===== config.mk =====
export PLATFORM = sky130hd
export DESIGN_NAME = demux_1x4_buffered
export DESIGN_NICKNAME = d
export VERILOG_FILES = /design/src/rtl/demux_1x4_buffered.sv
export SDC_FILE = /design/constraint.sdc
export NUM_CORES = 1
export LEC_CHECK = 0
export ABC_AREA = 1
export BUFFER_PORTS_ARGS = -buffer_cell sky130_fd_sc_hd__buf_4
export CAP_MARGIN = 20
export CELL_PAD_IN_SITES_DETAIL_PLACEMENT = 0
export CELL_PAD_IN_SITES_GLOBAL_PLACEMENT = 1
export CORE_ASPECT_RATIO = 1.4
export CORE_MARGIN = 2
export CORE_UTILIZATION = 35
export DETAILED_ROUTE_END_ITERATION = 8
export PLACE_DENSITY = 0.64
export SLEW_MARGIN = 25
export SYNTH_ARGS = -nofsm -noshare
export SYNTH_HDL_FRONTEND = slang
export SYNTH_SLANG_ARGS = --single-unit

===== constraint.sdc =====
create_clock -name clk -period 2.91 [get_ports clk]
set_clock_uncertainty 0.15 [all_clocks]
set_input_delay 0.1455 -clock clk [delete_from_list [all_inputs] [get_ports clk]]
set_output_delay 0.1455 -clock clk [all_outputs]
set_load 0.03 [all_outputs]

===== src/rtl/demux_1x4_buffered.sv =====
// demux_1x4_buffered: routes one valid/ready input stream to one of four
// output channels (A, B, C, D), each backed by its own 2-entry FIFO. A
// stalled channel only blocks input that targets that channel.
// Channel index is {sel_2, sel_1}: 0=A, 1=B, 2=C, 3=D.
// Optional feature: define DEMUX4_STATS_EN to add the 64-bit xfer_count
// output. It holds four 16-bit wrapping push counters, one per channel.

module demux_1x4_buffered #(
    parameter int WIDTH = 8
) (
    input  logic             clk,
    input  logic             rst_n,
    input  logic [WIDTH-1:0] in_data,
    input  logic             in_valid,
    output logic             in_ready,
    input  logic             sel_1,
    input  logic             sel_2,
    output logic [WIDTH-1:0] out_a,
    output logic [WIDTH-1:0] out_b,
    output logic [WIDTH-1:0] out_c,
    output logic [WIDTH-1:0] out_d,
    output logic             valid_a,
    output logic             valid_b,
    output logic             valid_c,
    output logic             valid_d,
    input  logic             ready_a,
    input  logic             ready_b,
    input  logic             ready_c,
    input  logic             ready_d
`ifdef DEMUX4_STATS_EN
    ,
    output logic [63:0]      xfer_count
`endif
);

    localparam int NCH = 4;

    logic [1:0]       sel_idx;
    logic [WIDTH-1:0] fifo_mem [NCH][2];
    logic [NCH-1:0]   wr_ptr;
    logic [NCH-1:0]   rd_ptr;
    logic [1:0]       count    [NCH];
    logic [NCH-1:0]   ch_ready;
    logic [NCH-1:0]   ch_valid;
    logic [NCH-1:0]   push_en;
    logic [NCH-1:0]   pop_en;
    logic [WIDTH-1:0] head     [NCH];

    assign sel_idx  = {sel_2, sel_1};
    assign ch_ready = {ready_d, ready_c, ready_b, ready_a};

    // Input acceptance depends only on the select lines and the selected
    // channel's fill level. Consumer ready never feeds in_ready, so a full
    // channel refuses input even while it is being drained.
    always_comb begin
        in_ready = rst_n && (count[sel_idx] != 2'd2);
    end

    // Per-channel push/pop strobes; a pop needs a non-empty FIFO, so ready
    // from an idle consumer has no effect.
    always_comb begin
        ch_valid = '0;
        pop_en   = '0;
        push_en  = '0;
        for (int i = 0; i < NCH; i++) begin
            ch_valid[i] = (count[i] != 2'd0);
            pop_en[i]   = ch_valid[i] && ch_ready[i];
            push_en[i]  = in_valid && in_ready && (sel_idx == i[1:0]);
        end
    end

    // FIFO storage, pointers and fill counts. Reset wipes every entry, so any
    // data in flight when reset arrives is discarded.
    always_ff @(posedge clk) begin
        if (!rst_n) begin
            wr_ptr <= '0;
            rd_ptr <= '0;
            for (int i = 0; i < NCH; i++) begin
                count[i]       <= 2'd0;
                fifo_mem[i][0] <= '0;
                fifo_mem[i][1] <= '0;
            end
        end else begin
            for (int i = 0; i < NCH; i++) begin
                if (push_en[i]) begin
                    fifo_mem[i][wr_ptr[i]] <= in_data;
                    wr_ptr[i]              <= ~wr_ptr[i];
                end
                if (pop_en[i]) begin
                    rd_ptr[i] <= ~rd_ptr[i];
                end
                case ({push_en[i], pop_en[i]})
                    2'b10:   count[i] <= count[i] + 2'd1;
                    2'b01:   count[i] <= count[i] - 2'd1;
                    default: count[i] <= count[i];
                endcase
            end
        end
    end

    // Head-of-queue view for each channel; an empty channel shows zeros.
    always_comb begin
        for (int i = 0; i < NCH; i++) begin
            head[i] = '0;
            if (ch_valid[i]) begin
                head[i] = fifo_mem[i][rd_ptr[i]];
            end
        end
    end

    assign out_a   = head[0];
    assign out_b   = head[1];
    assign out_c   = head[2];
    assign out_d   = head[3];
    assign valid_a = ch_valid[0];
    assign valid_b = ch_valid[1];
    assign valid_c = ch_valid[2];
    assign valid_d = ch_valid[3];

`ifdef DEMUX4_STATS_EN
    logic [15:0] stat_cnt [NCH];

    // Per-channel accepted-word counters that wrap at 16 bits.
    always_ff @(posedge clk) begin
        if (!rst_n) begin
            for (int i = 0; i < NCH; i++) begin
                stat_cnt[i] <= 16'd0;
            end
        end else begin
            for (int i = 0; i < NCH; i++) begin
                if (push_en[i]) begin
                    stat_cnt[i] <= stat_cnt[i] + 16'd1;
                end
            end
        end
    end

    assign xfer_count = {stat_cnt[3], stat_cnt[2], stat_cnt[1], stat_cnt[0]};
`else
    // Without statistics the datapath above is the whole block.
`endif

endmodule


==> results by group <==
Synthesis
  • Number of synthesized flops with an enable pin: 48
  • Yosys warns: 0
  • Count leader, synth: nand2_1
  • Register bit total from synthesis: 80
  • Post-synthesis sequential area ratio: 0.5461
  • Most instantiated cells after synthesis: nand2_1, nor2_1, inv_1, edfxtp_1, a21oi_1
  • Distinct cells, synth: 28
  • Post-Synthesis Cell Area: between 3000 and 4000 um^2
  • Cell taking the most area after synthesis: edfxtp_1
  • Top post-synthesis cells by area: edfxtp_1, dfxtp_1, nand2_1
  • Area share of the largest cell type after synthesis: 0.3781
  • Main synth FF type: edfxtp_1
  • Avg Synthesized Cell Area: ~8 um^2
  • Post-Synthesis Cells: 466
  • Syn Nets: ~500
  • Asr flop ratio synth: 0

Pwr
  • Pwr/cell area: about 650 nW/um^2
  • Final total power: between 3 and 4 mW
  • Leakage: 2.171 nW
  • Max VDD drop: 351.7 uV

Die
  • Area of the die: 11760 um^2
  • Die Height: 127.5 um
  • Initial core utilization: 0.3545
  • Core Box Area: 10750 um^2
  • Die Wd: 92.21 um
  • IO Pins: 54
  • Num rows: 45

Finish
  • Util after Layout: 0.4357
  • Synthesis-to-finish area growth: 22.91%
  • Diode count: 0
  • Layout cells sized above 1: 0.1679
  • Nets: 551
  • Finished Layout Cells: approximately 670
  • Fin area: between 4000 and 5000 um^2
  • Fill cells: 1104

Timing
  • Measured slew at the worst slew-check pin: 0.4679 ns
  • Setup violators final: 0
  • Hold Slack: about 0.015 ns
  • Worst setup margin: 0.4132 ns
  • Endpoints failing hold: 0
  • Final worst path period share: 0.8580
  • Rel. slew slack: 0.6876
  • Setup tns final: 0 ns
  • RSZ-0062 raised after global routing: false
  • Max Fclk: 400.5 MHz
  • Fin. max-slew vios: 0
  • Tmin final: 2.497 ns

Placement
  • Port Buffers: 53
  • HPWL after DPL: 6427 um
  • Place WS: 0.4003 ns
  • Placed cell area: 4372 um^2
  • Placed cell count: 654
  • Final RePlAce weighted congestion: 0.7552

Global route
  • Global Route Usage Sum: 0.1546
  • Initial antenna violation count: 0
  • Largest net degree at the start of global routing: 33
  • First-pass GRT wire length: between 10000 and 15000 um
  • GRT overflow: 0
  • Vias in the first global route: 2935

Critical path
  • Critical Path End Type: flop
  • Critical path class: reg -> reg
  • Startpoint types: flop
  • CP Data Required Time: 2.84 ns
  • Max FO, Critical Path: 5
  • CP arrival: approximately 2.4 ns

Detailed routing
  • Detailed Route WL: 8483 um
  • DR vias/cell: 4.492
  • Starting DRT DRC Count: 180
  • Total iterations of the first detailed-routing run: 5
  • Via Count: 3014
  • Wire per inst: 12.64 um
  • Post-route ant nets: 0
  • DRC viols: 0

Run
  • Max Cap Violations: 0

Clocking
  • H-tree depth: 3
  • CTS root buffer: clkbuf_16
  • Clock transition at path regs: 0.06 ns
  • Clock sink total: 80
  • Worst skew pair latency: between 0.3 and 0.4 ns
  • CTS Buf Count: 9
  • Post-CTS Setup Inserts: 0
  • Clock Path Buffers: 2
  • CTS tree: done

Run status
  • Status: complete, no violations

Min path
  • Hold Crit Class: in -> reg
repair_timing:
item	in CTS	in global routing
endpoints found under the hold margin	1	0
hold buffers	1	0
gates resized for setup	0	0
cells in the final DEF, fill, tap and decap left out, drive strengths merged:
master       count
ha               9
nand3            4
or2              4
o21bai           2
clkinv           5
nor3             3
nor2            92
bufinv           1
nand4            3
clkbuf          14
xnor2            1
dfxtp           32
edfxtp          48
buf             60
dlygate4sd3      1
o21ai           29
a21oi           40
inv             57
nand2          125
worst paths after layout:
check | from | to | slack (ns) | cells after the start
max | count[0][1] | count[0][1] | 0.41 | 13
min | in_data[0] | fifo_mem[0][0] | 0.01 | 3
max reg2reg | count[0][1] | count[0][1] | 0.41 | 13
min reg2reg | wr_ptr[0] | wr_ptr[0] | 0.33 | 2
power breakdown:
part	total (mW)	switching [mW]	internal [mW]
registers	1.32	0.0452	1.27
logic	0.595	0.392	0.203
clock network	1.14	0.422	0.720
total	3.05	0.859	2.19
cell type report:
| cell class | instances | area, um^2 | area share |
|---|---|---|---|
| Clock buffer | 14 | 265.3 | 0.05661 |
| Clock inverter | 2 | 38.79 | 0.008278 |
| Inverter | 61 | 229.0 | 0.04887 |
| Multi-Input combinational cell | 312 | 1434 | 0.3060 |
| Sequential cell | 80 | 2082 | 0.4443 |
| Tap cell | 141 | 176.4 | 0.03765 |
| Timing Repair Buffer | 61 | 460.4 | 0.09826 |
critical path: stages (launching register included):
cell and delay [ns]:
edfxtp_1 0.43, nand2_1 0.09, nand2_1 0.04, nand2_1 0.05
nand2_1 0.08, nand2_4 0.11, nand3_4 0.12, nor2_2 0.20
inv_1 0.09, ha_1 0.21, or2_2 0.26, o21ai_0 0.21
o21bai_1 0.14, a21oi_1 0.05
sequential cells by signal, summed over array words and instances, names as in the netlist:
register  count
count         8
fifo_mem     64
rd_ptr        4
wr_ptr        4
logic make-up after synthesis:
family / Yosys count / synth area share
AO/OA/AOI/OAI: 71 / 0.09452
flip-flops: 80 / 0.5461
buffers and inverters: 74 / 0.07778
adder cells (fa/ha/maj): 9 / 0.02954
XOR/XNOR: 1 / 0.002298
AND/OR/NAND/NOR: 231 / 0.2498
routing by layer:
layer | GRT usage | wire length (um)
met5 | 0 | 0
met1 | 0.1761 | 3600
met2 | 0.2881 | 4501
met4 | 0.06585 | 133
met3 | 0.01946 | 248
Note: power is estimated with default switching activity, not from simulation.
